===== src/rtl/seg_display_mux.sv =====
// rtl/seg_display_mux.sv - multiplexed seven-segment driver: arrow lane (GAME) or decimal value (NUMBER)
//
// Ports:
//   clk, rst       : system clock, asynchronous active-high reset
//   metronome_clk  : asynchronous beat input, synchronised internally
//   mode           : 0 = GAME (scrolling arrow lane), 1 = NUMBER (decimal value)
//   next_arrow     : code shifted into the lane head on each GAME-mode beat
//   value          : binary value, captured on value_load
//   value_load     : single-cycle strobe that (re)starts the BCD conversion
//   seg            : active-low segment pattern, registered together with an
//   an             : active-low one-hot anode, an[NUM_DIGITS-1] = leftmost slot
//   cur_arrow      : lane tail, the arrow currently being judged
//   busy           : conversion in progress
module seg_display_mux #(
  parameter int NUM_DIGITS  = 4,
  parameter int VALUE_BITS  = 14,
  parameter int CODE_BITS   = 5,
  parameter int REFRESH_DIV = 50000,
  parameter int BLANK_LZ    = 1
) (
  input  logic                  clk,
  input  logic                  rst,
  input  logic                  metronome_clk,
  input  logic                  mode,
  input  logic [CODE_BITS-1:0]  next_arrow,
  input  logic [VALUE_BITS-1:0] value,
  input  logic                  value_load,
  output logic [6:0]            seg,
  output logic [NUM_DIGITS-1:0] an,
  output logic [CODE_BITS-1:0]  cur_arrow,
  output logic                  busy
);

  localparam int BCD_W  = 4 * NUM_DIGITS + 4;
  localparam int CNT_W  = $clog2(VALUE_BITS + 1);
  localparam int SLOT_W = (NUM_DIGITS > 2) ? $clog2(NUM_DIGITS) : 1;
  localparam int REF_W  = $clog2(REFRESH_DIV);
  localparam logic [CODE_BITS-1:0] CODE_NONE = CODE_BITS'(20);

  typedef enum logic [1:0] {S_IDLE, S_SHIFT, S_DONE} state_e;

  function automatic logic [6:0] seg_decode(input logic [CODE_BITS-1:0] code);
    logic [7:0] c;
    c = 8'(code);
    case (c)
      8'd0:  seg_decode = 7'h40;
      8'd1:  seg_decode = 7'h79;
      8'd2:  seg_decode = 7'h24;
      8'd3:  seg_decode = 7'h30;
      8'd4:  seg_decode = 7'h19;
      8'd5:  seg_decode = 7'h12;
      8'd6:  seg_decode = 7'h02;
      8'd7:  seg_decode = 7'h78;
      8'd8:  seg_decode = 7'h00;
      8'd9:  seg_decode = 7'h10;
      8'd10: seg_decode = 7'h5C;  // arrow up
      8'd11: seg_decode = 7'h63;  // arrow down
      8'd12: seg_decode = 7'h4F;  // arrow left
      8'd13: seg_decode = 7'h71;  // arrow right
      8'd14: seg_decode = 7'h3C;
      8'd15: seg_decode = 7'h1E;
      8'd16: seg_decode = 7'h0E;
      8'd17: seg_decode = 7'h38;
      8'd18: seg_decode = 7'h27;
      8'd19: seg_decode = 7'h4B;
      default: seg_decode = 7'h7F;  // 20 = ARROW_NONE / blank, and anything above
    endcase
  endfunction

  // Beat detect: two sync flops, an edge flop, and a registered pulse so the
  // lane shifts three edges after the rise is first sampled.
  logic sync1_q, sync2_q, sync3_q, beat_q;

  always_ff @(posedge clk or posedge rst) begin
    if (rst) begin
      sync1_q <= 1'b0;
      sync2_q <= 1'b0;
      sync3_q <= 1'b0;
      beat_q  <= 1'b0;
    end else begin
      sync1_q <= metronome_clk;
      sync2_q <= sync1_q;
      sync3_q <= sync2_q;
      beat_q  <= sync2_q & ~sync3_q;
    end
  end

  // Arrow lane: lane_q[0] is the head, lane_q[NUM_DIGITS-1] the judged tail.
  logic [CODE_BITS-1:0] lane_q [NUM_DIGITS];

  always_ff @(posedge clk or posedge rst) begin
    if (rst) begin
      for (int i = 0; i < NUM_DIGITS; i++) lane_q[i] <= CODE_NONE;
    end else if (beat_q && !mode) begin
      lane_q[0] <= next_arrow;
      for (int i = 1; i < NUM_DIGITS; i++) lane_q[i] <= lane_q[i-1];
    end
  end

  assign cur_arrow = lane_q[NUM_DIGITS-1];

  // Converter. The load strobe is registered first; a registered strobe in any
  // state restarts the conversion, so the most recent load always wins.
  state_e                  state_q, state_d;
  logic                    load_q;
  logic [VALUE_BITS-1:0]   vcap_q, shv_q;
  logic [BCD_W-1:0]        bcd_q, bcd_adj;
  logic [CNT_W-1:0]        bit_cnt_q;
  logic [4*NUM_DIGITS-1:0] dig_q;
  logic                    sat;

  always_ff @(posedge clk or posedge rst) begin
    if (rst) state_q <= S_IDLE;
    else     state_q <= state_d;
  end

  always_comb begin
    state_d = state_q;
    if (load_q) begin
      state_d = S_SHIFT;
    end else begin
      case (state_q)
        S_IDLE:  state_d = S_IDLE;
        S_SHIFT: if (bit_cnt_q == CNT_W'(1)) state_d = S_DONE;
        S_DONE:  state_d = S_IDLE;
        default: state_d = S_IDLE;
      endcase
    end
  end

  always_comb begin
    busy = (state_q != S_IDLE);
  end

  // Double-dabble correction: any nibble >= 5 gets +3 before the shift.
  always_comb begin
    bcd_adj = '0;
    for (int i = 0; i <= NUM_DIGITS; i++) begin
      bcd_adj[4*i +: 4] = (bcd_q[4*i +: 4] >= 4'd5) ? bcd_q[4*i +: 4] + 4'd3 : bcd_q[4*i +: 4];
    end
  end

  // The extra top nibble only becomes nonzero when value >= 10^NUM_DIGITS.
  assign sat = |bcd_q[BCD_W-1 -: 4];

  always_ff @(posedge clk or posedge rst) begin
    if (rst) begin
      load_q    <= 1'b0;
      vcap_q    <= '0;
      shv_q     <= '0;
      bcd_q     <= '0;
      bit_cnt_q <= '0;
      dig_q     <= '0;
    end else begin
      load_q <= value_load;
      if (value_load) vcap_q <= value;
      if (load_q) begin
        bcd_q     <= '0;
        shv_q     <= vcap_q;
        bit_cnt_q <= CNT_W'(VALUE_BITS);
      end else if (state_q == S_SHIFT) begin
        bcd_q     <= {bcd_adj[BCD_W-2:0], shv_q[VALUE_BITS-1]};
        shv_q     <= shv_q << 1;
        bit_cnt_q <= bit_cnt_q - 1'b1;
      end else if (state_q == S_DONE) begin
        dig_q <= sat ? {NUM_DIGITS{4'd9}} : bcd_q[4*NUM_DIGITS-1:0];
      end
    end
  end

  // Scan: slot 0 is the leftmost digit; seg and an are registered from the
  // same slot index so they can never disagree.
  logic [REF_W-1:0]      ref_q;
  logic [SLOT_W-1:0]     slot_q;
  logic [6:0]            seg_q, seg_d;
  logic [NUM_DIGITS-1:0] an_q, an_d;
  logic [CODE_BITS-1:0]  code_d;
  logic [3:0]            dig_k;
  logic                  nz_seen;

  always_ff @(posedge clk or posedge rst) begin
    if (rst) begin
      ref_q  <= '0;
      slot_q <= '0;
      seg_q  <= 7'h7F;
      an_q   <= '1;
    end else begin
      if (ref_q == REF_W'(REFRESH_DIV - 1)) begin
        ref_q  <= '0;
        slot_q <= (slot_q == SLOT_W'(NUM_DIGITS - 1)) ? '0 : slot_q + 1'b1;
      end else begin
        ref_q <= ref_q + 1'b1;
      end
      seg_q <= seg_d;
      an_q  <= an_d;
    end
  end

  // nz_seen accumulates from the leftmost slot, so it marks leading zeros.
  always_comb begin
    code_d  = CODE_NONE;
    an_d    = '1;
    nz_seen = 1'b0;
    dig_k   = '0;
    for (int k = 0; k < NUM_DIGITS; k++) begin
      dig_k = dig_q[4*(NUM_DIGITS-1-k) +: 4];
      if (dig_k != 4'd0) nz_seen = 1'b1;
      if (slot_q == SLOT_W'(k)) begin
        an_d[NUM_DIGITS-1-k] = 1'b0;
        if (!mode)
          code_d = lane_q[NUM_DIGITS-1-k];
        else if (BLANK_LZ != 0 && !nz_seen && k != NUM_DIGITS - 1)
          code_d = CODE_NONE;
        else
          code_d = CODE_BITS'(dig_k);
      end
    end
    seg_d = seg_decode(code_d);
  end

  assign seg = seg_q;
  assign an  = an_q;

endmodule


===== config.mk =====
export PLATFORM = sky130hd
export DESIGN_NAME = seg_display_mux
export DESIGN_NICKNAME = d
export VERILOG_FILES = /design/src/rtl/seg_display_mux.sv
export SDC_FILE = /design/constraint.sdc
export NUM_CORES = 1
export LEC_CHECK = 0
export BUFFER_PORTS_ARGS = -buffer_cell sky130_fd_sc_hd__buf_4
export CAP_MARGIN = 20
export CORE_MARGIN = 2
export CORE_UTILIZATION = 45
export CTS_CLUSTER_SIZE = 12
export DETAILED_ROUTE_END_ITERATION = 12
export GPL_TIMING_DRIVEN = 0
export PLACE_DENSITY = 0.69
export SYNTH_ARGS = -nofsm -noshare
export SYNTH_HDL_FRONTEND = slang
export SYNTH_SLANG_ARGS = --single-unit

===== constraint.sdc =====
create_clock -name clk -period 8.6 [get_ports clk]
set_input_delay 0.86 -clock clk [delete_from_list [all_inputs] [get_ports clk]]
set_output_delay 0.86 -clock clk [all_outputs]
set_load 0.01 [all_outputs]

Word-level counts from Yosys, hierarchy flattened
Memories as Yosys holds them, arrays and structs flattened. A register that Yosys moved wholly into a read port is not among the register bits. Index checks and enable logic that the tools add are counted.

Register bits after elaboration: 117. ROM bits: 224. Output and inout bits: 17. Word-level logic and storage cells: 89. Memories kept: 1.

Memory list: (name not given) (depth 32, width 7, rd ports 1, clocked after Yosys merged registers in 1, wr ports 0, line 45) `case (c)`.

Add/subtract/negate cells: 8. Order comparisons: 5. Equal/unequal tests: 8. Muxes and demuxes: 35. Bitwise gates (word level): 4. Reduce and logical (&&, ||, !) cells: 10.

Operators by type and width (count): 5-bit 2-to-1 mux (11); 20-bit 2-to-1 mux (2); 16-bit 2-to-1 mux (2); 14-bit 2-to-1 mux (2); 4-bit 2-to-1 mux (6); 4-bit by 3-bit >= comparator with 1-bit output, second input constant (5); 16-bit by 1-bit adder with 16-bit output, second input constant (1); 4-bit by 2-bit adder with 4-bit output, second input constant (4); 16-bit equality test, second input constant (1); 4-bit nonzero test (3); 2-bit 2-to-1 mux (4); 1-bit 2-to-1 mux (7); 2-bit equality test, second input constant (3); 2-bit by 1-bit equality test with 1-bit output, second input constant (2); 4-bit by 1-bit equality test with 1-bit output, second input constant (1); 2-bit nonzero test (2); 4-bit OR reduction (1); 4-bit by 1-bit subtractor with 4-bit output, second input constant (1); 3-bit by 2-bit adder with 3-bit output, second input constant (1); 3-bit 2-to-1 mux (1); 3-bit inequality test, second input constant (1); 1-bit inverter (3); 3-bit AND reduction (1); 2-bit by 1-bit adder with 2-bit output, second input constant (1); 4 further kinds (4).

Depth between registers and ports, before layout
Gate-level depths: netlist (run 1).

Depth in word-level cells: 8. Mapped depth: 13.

Worst setup path after synthesis (run 1)
No wires, ideal clock.

Path type: input-to-reg. From: input port mode. To: register seg_q[5] (netlist: seg[5]). Arrival: 2.646 ns. Data required time: 8.508 ns. Slack: 5.862 ns. Stages on the path: 12. Path through: buf_6 -> buf_8 -> buf_2 -> mux2i_1 -> o221ai_1 -> nand2_1 -> inv_1 -> ha_1 -> a21oi_1 -> nand3_1 -> mux2i_1 -> a311oi_2.

Longest elaborated chain between the ends: 5. Elaborated cells between the ends (all ways): 8. Classes of those cells: mux: 8.

Ends and longest elaborated chain: from (decl) (line 24) `input logic mode,`; 5-bit 2-to-1 mux (line 210) `if (!mode)`; 5-bit 2-to-1 mux (3 in a row) (line 208) `if (slot_q == SLOT_W'(k)) begin`; 5-bit 2-to-1 mux (*) (line 208); to (decl) (line 175) `logic [6:0] seg_q, seg_d;`.

Every way passes the cells marked *; elsewhere a longest branch is shown, timed or not. A chain may end at the register's enable or synchronous reset.

Final worst setup path (run 1)
From: input port mode. To: register seg_q[3] (netlist: seg[3]).

The elaborated chain is that of the path after synthesis.

==> metrics.yaml, run 1 <==
status: "completed"
grt_use_total_pct: 18.7
crit_fanout: 10
period_minus_slack_ns: 2.70
dp_slack_ns: 5.52
cts_root_buffer: "clkbuf_16"
crit_chain: "buf_6, buf_8, buf_2, mux2i_1, o221ai_1, nand2_1, inv_1, ha_1, inv_1, a21oi_1, a21oi_1, nor3_1, a21oi_1"
maxCapViolCount: 0
synth-async-reset-ratio_pct: 100
start_util_pct: 46.5
fin_cells: 825
rows: 42
cts-hold-fix-buffers: 0
crit_path_frequent_cell: "a21oi_1"
port-buffer-count: 39
min_from: "sync1_q"
crit_arrival_ns: 3.04
path_buf_inv: 5
grt_pass1_wl_mm: 21.8
fp.coreArea_um2: 13300
startpoint: "mode"
rsz0062_at_grt: "false"
die_y_um: 121
drtPass1Iterations: 5
ys.flop_type: "dfrtp_1"
vias_per_cell: 5.43
hp-class: "register to register"
pin_count: 41
hold_violations: 0
drive_gt1_share_pct: 23.1
htreeDepth: 4
dieArea_um2: 14800
hpwl_mm: 8.86
syn_area_um2: 6210
place.gp.congestion: 0.883
nets: 686
cts_buffer_depth: 2
slew_viol_final: 0
synth_cells: 577
synth_warnings: 0
routedWlPerCell_um: 15.3
clk_transition_reported_paths_ns: 0.05
n_antenna_cell: 0
p_per_area_nw_per_um2: 232
cts_sinks: 124
wl_mm: 12.6
slowest_delay_ns: 0.32
syn_avg_cell_area_um2: 10.8
cp-end-kind: "register"
grt_pass1_vias: 4483
ys_ff_latch: 124
path_class: "primary input to register"
worstMarginPinSlew_ns: 0.721
postCtsSetupRepairBufs: 0
r2r-start: "slot_q[1]"
setup_tns_ns: 0
ys_types: 64
gr-total-overflow: 0
final_cell_mix: "105 x dfrtp_1, 65 x nand2_1, 44 x buf_4"
post-route-period-util_pct: 31.4
setup_viol: 0
synth_seq_area_share_pct: 50.4
grt_max_degree: 85
synth_nets: 627
irDropWorstVdd_v: 0.000137
syn_to_final_growth_pct: 18.1
cts_buffers: 17
setup_slack_ns: 5.90
nFillCells: 1167
cts_tree: "yes"
antenna_found_initial: 0
cp-start-kind: "primary input"
cts-resized-gates: 0
synth-edff-count: 0
die_x_um: 121
clk_latency_ns: 0.41
vias: 4481
finalClockSkew_ns: 0.00577
fmax_mhz: 370
cpMaxStageDelayCell: "ha_1"
drtIter0Drc: 416
layout_commonest_cell: "dfrtp_1"
cp_top_family: "buffers and inverters"
final_antenna_net_count: 0
power_leakage_uw: 0.00330
drc_errors: 0
worstPathRequired_ns: 8.94
dpl.cell_count: 793
relSlewSlack_pct: 51.9
## worst register-to-register path: stages (launching register included)
cell      delay (ns)
dfrtp_1         0.38
inv_1           0.08
ha_1            0.28
nand2b_1        0.25
or4_1           0.45
o2111a_2        0.21
nor2_4          0.15
buf_2           0.24
ha_1            0.26
nor3_1          0.25
a211oi_2        0.05
## per-layer routing
layer  up-vias  GRT usage, %  wire [µm]  share of wire, %
li1       2139             -          -                 -
met1      2186          23.3       5600                44
met2       137          31.7       6260                50
met3        19          4.79        614               4.9
met4         0          6.25        171               1.4
met5         -             0          0                 0
## metrics by stage
step	util (%)	area, µm²	hold WS (ns)	power (µW)
finish	54.9	7330	0.346	1700
global route	54.9	7330	0.349	1780
CTS	54.9	7330	0.348	1710
detailed placement	50.6	6750	0.336	1030
global placement	50.4	6720	0.344	1020
floorplan	-	6210	0.331	927
## path summary, 6_finish.rpt
check / end / slack [ns] / cells past startpoint
setup / recovery: seg[3] / 5.90 / 13
max in group asynchronous: seg[0] / 7.40 / 3
hold reg to reg: sync2_q / 0.35 / 0
setup reg to reg: seg[6] / 5.92 / 10
hold / removal: sync2_q / 0.35 / 0
min in group asynchronous: ref_q[12] / 0.45 / 2
## registers in the layout, summed over array words and instances, names as in the netlist, 2 cells and up
register / flops
an: 4
bit_cnt_q: 4
cur_arrow: 5
lane_q: 15
ref_q: 16
vcap_q: 14
slot_q: 2
state_q: 2
shv_q: 14
dig_q: 16
bcd_q: 20
seg: 7
## cells in the mapped netlist (3+ instances only)
cell	count	share of area, %
nor2_1	31	1.9
o22a_1	5	0.71
dfrtp_1	105	42
a211oi_1	5	0.60
a22o_1	5	0.71
buf_1	3	0.18
nor3b_1	4	0.48
o211ai_1	5	0.60
dfstp_2	19	8.0
buf_4	5	0.60
nand3_1	19	1.5
o21ai_0	38	3.1
buf_6	3	0.54
inv_1	24	1.5
nor3_1	10	0.81
a21oi_1	32	2.6
nand2b_1	8	0.81
nor2b_1	5	0.50
mux2i_1	29	4.7
mux2_2	35	6.3
a21o_1	3	0.36
nand2_1	65	3.9
and4_1	5	0.71
ha_1	26	5.2
xor2_1	10	1.4
xnor2_1	14	2.0
and3_1	6	0.60
clkbuf_1	16	0.97
## cell families (layout without fill, tap and decap cells)
kind of cell,count (synthesis),in the layout,synth area share [%]
fa+ha+maj,26,26,5.24
flops,124,124,50.4
compound gates,117,117,12.4
buf+inv,55,127,4.21
xor+xnor,24,24,3.39
simple gates,167,167,13.3
mux,64,64,11.0
## power by group
group | internal [µW] | switching (µW) | leakage, µW
Sequential | 673 | 43.8 | 0.00154
Combinational | 157 | 148 | 0.00147
Clock | 440 | 239 | 0.000293
Total | 1270 | 431 | 0.00330
## layout make-up
type | instances | area [µm²] | share of cell area [%]
clock buffer | 25 | 515 | 7.03
clock inverter | 7 | 60.1 | 0.819
buffer | 30 | 168 | 2.29
sequential | 124 | 3130 | 42.7
multi-input combinational | 398 | 2820 | 38.5
inverter | 25 | 98.8 | 1.35
timing repair buffer | 40 | 320 | 4.37
tap | 176 | 220 | 3.00
Power figures use the tool's default switching activity.
==> run 2, diff against run 1 <==
Clock period 8.6 ns to 2.5 ns, I/O delays scaled along.
==> run 2 against run 1 <==
Against the previous run:
- power rose to 3.4 times the previous value
- setup slack worse by 5.8 ns
- combinational power rose to 3.6 times the previous value
- global-route usage about the same
- core utilization is 0.77 points higher
- final cell count rose by 1.2%
- critical path type is now register to register
- largest cell class unchanged
==> metrics.yaml, run 2 (synthesis gave the netlist of run 1 again) <==
pin_count: 41
r2r-start: "slot_q[1]"
largest_reg_flops: 20
rows: 42
final_area_um2: 7430
clk_transition_reported_paths_ns: 0.05
final_cell_mix: "105 x dfrtp_1, 64 x nand2_1, 49 x buf_4"
port-buffer-count: 39
cts_buffers: 17
hpwl_mm: 8.96
setup_viol: 0
cts_tree: "yes"
dr_wl_met2_mm: 6.33
place.gp.congestion: 0.863
setup_slack_ns: 0.118
cts_sinks: 124
cp-end-kind: "register"
rsz0062_at_grt: "true"
finalClockSkew_ns: 0.00625
relSlewSlack_pct: 50.5
fp.coreArea_um2: 13300
fmax_mhz: 420
hold_violations: 0
top_register: "bcd_q"
wl_met3_um: 494
die_y_um: 121
dp_slack_ns: -0.139
gr-total-overflow: 0
routedWlPerCell_um: 15.0
irDropWorstVdd_v: 0.000585
p_per_area_nw_per_um2: 773
post-route-period-util_pct: 95.3
cts_root_buffer: "clkbuf_16"
antenna_found_initial: 0
syn_to_final_growth_pct: 19.7
start_util_pct: 46.5
crit_fanout: 7
path_class: "register to register"
status: "completed"
nets: 696
period_minus_slack_ns: 2.38
wl_mm: 12.6
n_antenna_cell: 0
grt_max_degree: 38
power_uw: 5750
vias_per_cell: 5.33
power_leakage_uw: 0.00332
maxCapViolCount: 0
dieArea_um2: 14800
cts_buffer_depth: 2
worstPathRequired_ns: 2.81
grt_pass1_vias: 4522
worstMarginPinSlew_ns: 0.743
crit_arrival_ns: 2.69
grt_pass1_wl_mm: 21.7
hp-class: "primary input to register"
place_area_um2: 6790
cp-start-kind: "register"
drc_errors: 0
rrSetupSlack_ns: 0.12
drtPass1Iterations: 5
layout_commonest_cell: "dfrtp_1"
startpoint: "slot_q[1]"
fin_util_pct: 55.7
top_layer_used: "met4"
wl_met1_mm: 5.58
top_regs: "bcd_q: 20 flops, dig_q: 16 flops, ref_q: 16 flops"
fin_cells: 835
htreeDepth: 4
slew_viol_final: 0
drive_gt1_share_pct: 24.3
grt_use_total_pct: 18.7
min_from: "value[7]"
vias: 4454
final_antenna_net_count: 0
clk_latency_ns: 0.41
drtIter0Drc: 373
die_x_um: 121
dpl.cell_count: 795
## run 2: changes by cell type in the layout (fill, tap and decap cells not counted), sizes merged, moves of 3 or more
cell,change
buf,+7
clkbuf,+5
clkinv,-4
dlygate4sd3,+3
## run 2: layer usage
layer / vias up / global-route usage [%]
met1: 2183 / 23.0
met5: - / 0
met2: 100 / 31.5
met3: 17 / 5.36
met4: 0 / 6.54
li1: 2154 / -
## run 2: cell type report
cell class | instances | area (µm²)
Tap cell | 176 | 220
Inverter | 25 | 97.6
Fill cell | 1140 | 5920
Sequential cell | 124 | 3130
Multi-Input combinational cell | 398 | 2870
Timing Repair Buffer | 50 | 420
Clock inverter | 2 | 10.0
Clock buffer | 30 | 514
Buffer | 30 | 174
## run 2: where the power goes
| group | internal [µW] | switching [µW] | total [µW] |
|---|---|---|---|
| combinational | 589 | 516 | 1110 |
| clock | 1370 | 807 | 2180 |
| sequential | 2320 | 152 | 2470 |
| total | 4270 | 1480 | 5750 |
## run 2: worst paths after layout
kind,end,cells after the start
max,seg[0],10
min,vcap_q[7],2
max reg2reg,seg[0],10
min reg2reg,sync2_q,0
max in group asynchronous,lane_q[12],5
min in group asynchronous,shv_q[10],3
## run 2: repair_timing
action / in CTS / in global routing
endpoints found under the setup margin: 4 / 6
pin swaps: 0 / 2
gates cloned: 0 / 0
hold endpoints to repair: 26 / 0
resized for setup: 4 / 11
setup buffers: 0 / 5
hold buffers: 3 / 0
## run 2: per-stage QoR
step                hold WS, ns  setup TNS (ns)
floorplan                 0.281               0
global placement          0.343         -0.0872
detailed placement        0.336          -0.201
CTS                      0.0536               0
global route             0.0530         -0.0521
finish                   0.0659               0
## run 2: critical path, stage by stage (launching register included)
cell,delay [ns]
dfrtp_1,0.43
inv_2,0.09
ha_4,0.19
nand2b_2,0.21
or4_4,0.43
o2111a_2,0.19
nor2_4,0.17
buf_6,0.14
buf_4,0.12
a211oi_1,0.04
o31ai_1,0.26
==> run 3, diff against run 2 <==
Settings changed: PLACE_DENSITY 0.69 to 0.72.
Clock period 2.5 ns to 2.09 ns, I/O delays scaled along.
==> run 3 against run 2 <==
Against the previous run:
- the flow now finishes with violations (setup timing)
- worst hold slack got worse by 0.046 ns
- power increased by 32%
- setup slack worse by 0.32 ns
- wire length up 10%
- fmax rose by 3.9%
- global-route usage grew 1.4 points
- sequential power is 20% higher
- register-to-register slack lost 0.32 ns
- first-iteration DRC count decreased by 14%
- largest cell class unchanged
==> metrics.yaml, run 3 (synthesis gave the netlist of run 1 again) <==
pin_count: 41
port-buffer-count: 39
slew_viol_final: 0
power_uw: 7590
cp-end-kind: "register"
worstMarginPinSlew_ns: 0.701
maxCapViolCount: 0
drive_gt1_share_pct: 32.2
top_regs: "bcd_q: 20 flops, dig_q: 16 flops, ref_q: 16 flops"
drc_errors: 0
vias: 4699
antenna_found_initial: 0
grt_max_degree: 45
fmax_mhz: 436
hold_violations: 0
die_y_um: 121
dieArea_um2: 14800
period_minus_slack_ns: 2.29
path_class: "register to register"
final_cell_mix: "104 x dfrtp_1, 66 x buf_4, 62 x nand2_1"
start_util_pct: 46.5
cp-start-kind: "register"
drtIter0Drc: 321
rows: 42
cts_root_buffer: "clkbuf_16"
grt_use_total_pct: 20.1
top_register: "bcd_q"
slowest_delay_ns: 0.45
cts_buffer_depth: 2
die_x_um: 121
hpwl_mm: 8.96
clk_transition_reported_paths_ns: 0.06
power_leakage_uw: 0.00350
crit_chain: "inv_2, ha_4, nand2b_4, or4_4, o2111a_2, buf_6, o211ai_1, mux2i_2, a311oi_2"
post-route-period-util_pct: 110
setup_viol: 7
drtPass1Iterations: 4
cts_buffers: 17
wl_mm: 13.8
hp-class: "primary input to register"
layout_commonest_cell: "dfrtp_1"
gr-total-overflow: 0
cts_tree: "yes"
fin_cells: 857
crit_arrival_ns: 2.62
clk_latency_ns: 0.42
cpMaxStageDelayCell: "or4_4"
crit_fanout: 6
finalClockSkew_ns: 0.00694
irDropWorstVdd_v: 0.000584
vias_per_cell: 5.48
grt_pass1_vias: 4890
relSlewSlack_pct: 53.3
final_antenna_net_count: 0
fp.coreArea_um2: 13300
dpl.cell_count: 795
largest_reg_flops: 20
nets: 718
syn_to_final_growth_pct: 27.2
rsz0062_at_grt: "true"
violations: "setup timing"
n_antenna_cell: 0
routedWlPerCell_um: 16.1
htreeDepth: 4
p_per_area_nw_per_um2: 962
status: "complete, but fails checks"
place.gp.congestion: 0.928
setup_slack_ns: -0.202
cts_sinks: 124
grt_pass1_wl_mm: 23.4
dp_slack_ns: -0.365
worstPathRequired_ns: 2.42
## run 3: cell types whose count changed in the layout (fill, tap and decap cells not counted), moves of 4 or more
cell / before / now
ha_1: 23 / 17
buf_4: 49 / 66
ha_4: 2 / 6
clkbuf_1: 25 / 14
clkinv_4: 0 / 4
## run 3: layout make-up
type / instances / area, µm²
fillers: 1124 / 5450
flip-flops and latches: 124 / 3130
multi-input cells: 398 / 3020
repair buffers: 73 / 633
clock buffers: 19 / 453
well taps: 176 / 220
plain buffers: 29 / 178
clock inverters: 13 / 166
inverters: 25 / 97.6
## run 3: worst max-delay path, delay by kind of cell, from the launching register on
kind	cells	cell delay (ns)
AO/OA/AOI/OAI	3	0.63
adder cells (fa/ha/maj)	1	0.19
buffers and inverters	2	0.22
flip-flops	1	0.41
multiplexers	1	0.14
AND/OR/NAND/NOR	2	0.61
## run 3: power by group
part / leakage (µW) / switching [µW] / internal (µW)
combinational: 0.00166 / 737 / 846
sequential: 0.00154 / 194 / 2770
clock: 0.000296 / 1110 / 1940
total: 0.00350 / 2040 / 5560
## run 3: path summary, 6_finish.rpt
| path | startpoint | endpoint | slack (ns) | depth (start not counted) |
|---|---|---|---|---|
| max | slot_q[1] | seg[5] | -0.20 | 9 |
| min | value[8] | vcap_q[8] | 0.02 | 2 |
| max reg2reg | slot_q[1] | seg[5] | -0.20 | 9 |
| min reg2reg | sync1_q | sync2_q | 0.35 | 0 |
| max in group asynchronous | rst | an[2] | 0.81 | 5 |
| min in group asynchronous | rst | sync1_q | 0.40 | 3 |
## run 3: metrics by stage
step	setup TNS [ns]	hold slack, ns	util (%)	area (µm²)
4_1_cts	-0.293	0.00977	58.5	7820
3_3_place_gp	-37.65	0.321	50.6	6760
6_report	-0.798	0.0198	59.2	7900
5_1_grt	-1.40	0.0111	59.2	7900
2_1_floorplan	-0.0457	0.240	-	6240
3_5_place_dp	-2.03	0.296	51.1	6820
## run 3: repair_timing
action | in CTS | in global routing
hold buffers | 3 | 0
endpoints found under the hold margin | 24 | 0
resized for setup | 39 | 10
setup endpoints to repair | 15 | 15
pin swaps | 15 | 3
buffers inserted | 24 | 4
## run 3: layer usage
metal  vias up  part of all wire [%]  GRT usage (%)
met2       126                    53           35.2
met1      2329                    41           23.7
met5         -                     0              0
met4         0                   2.7           9.63
met3        32                   3.6           3.71
li1       2212                     -              -
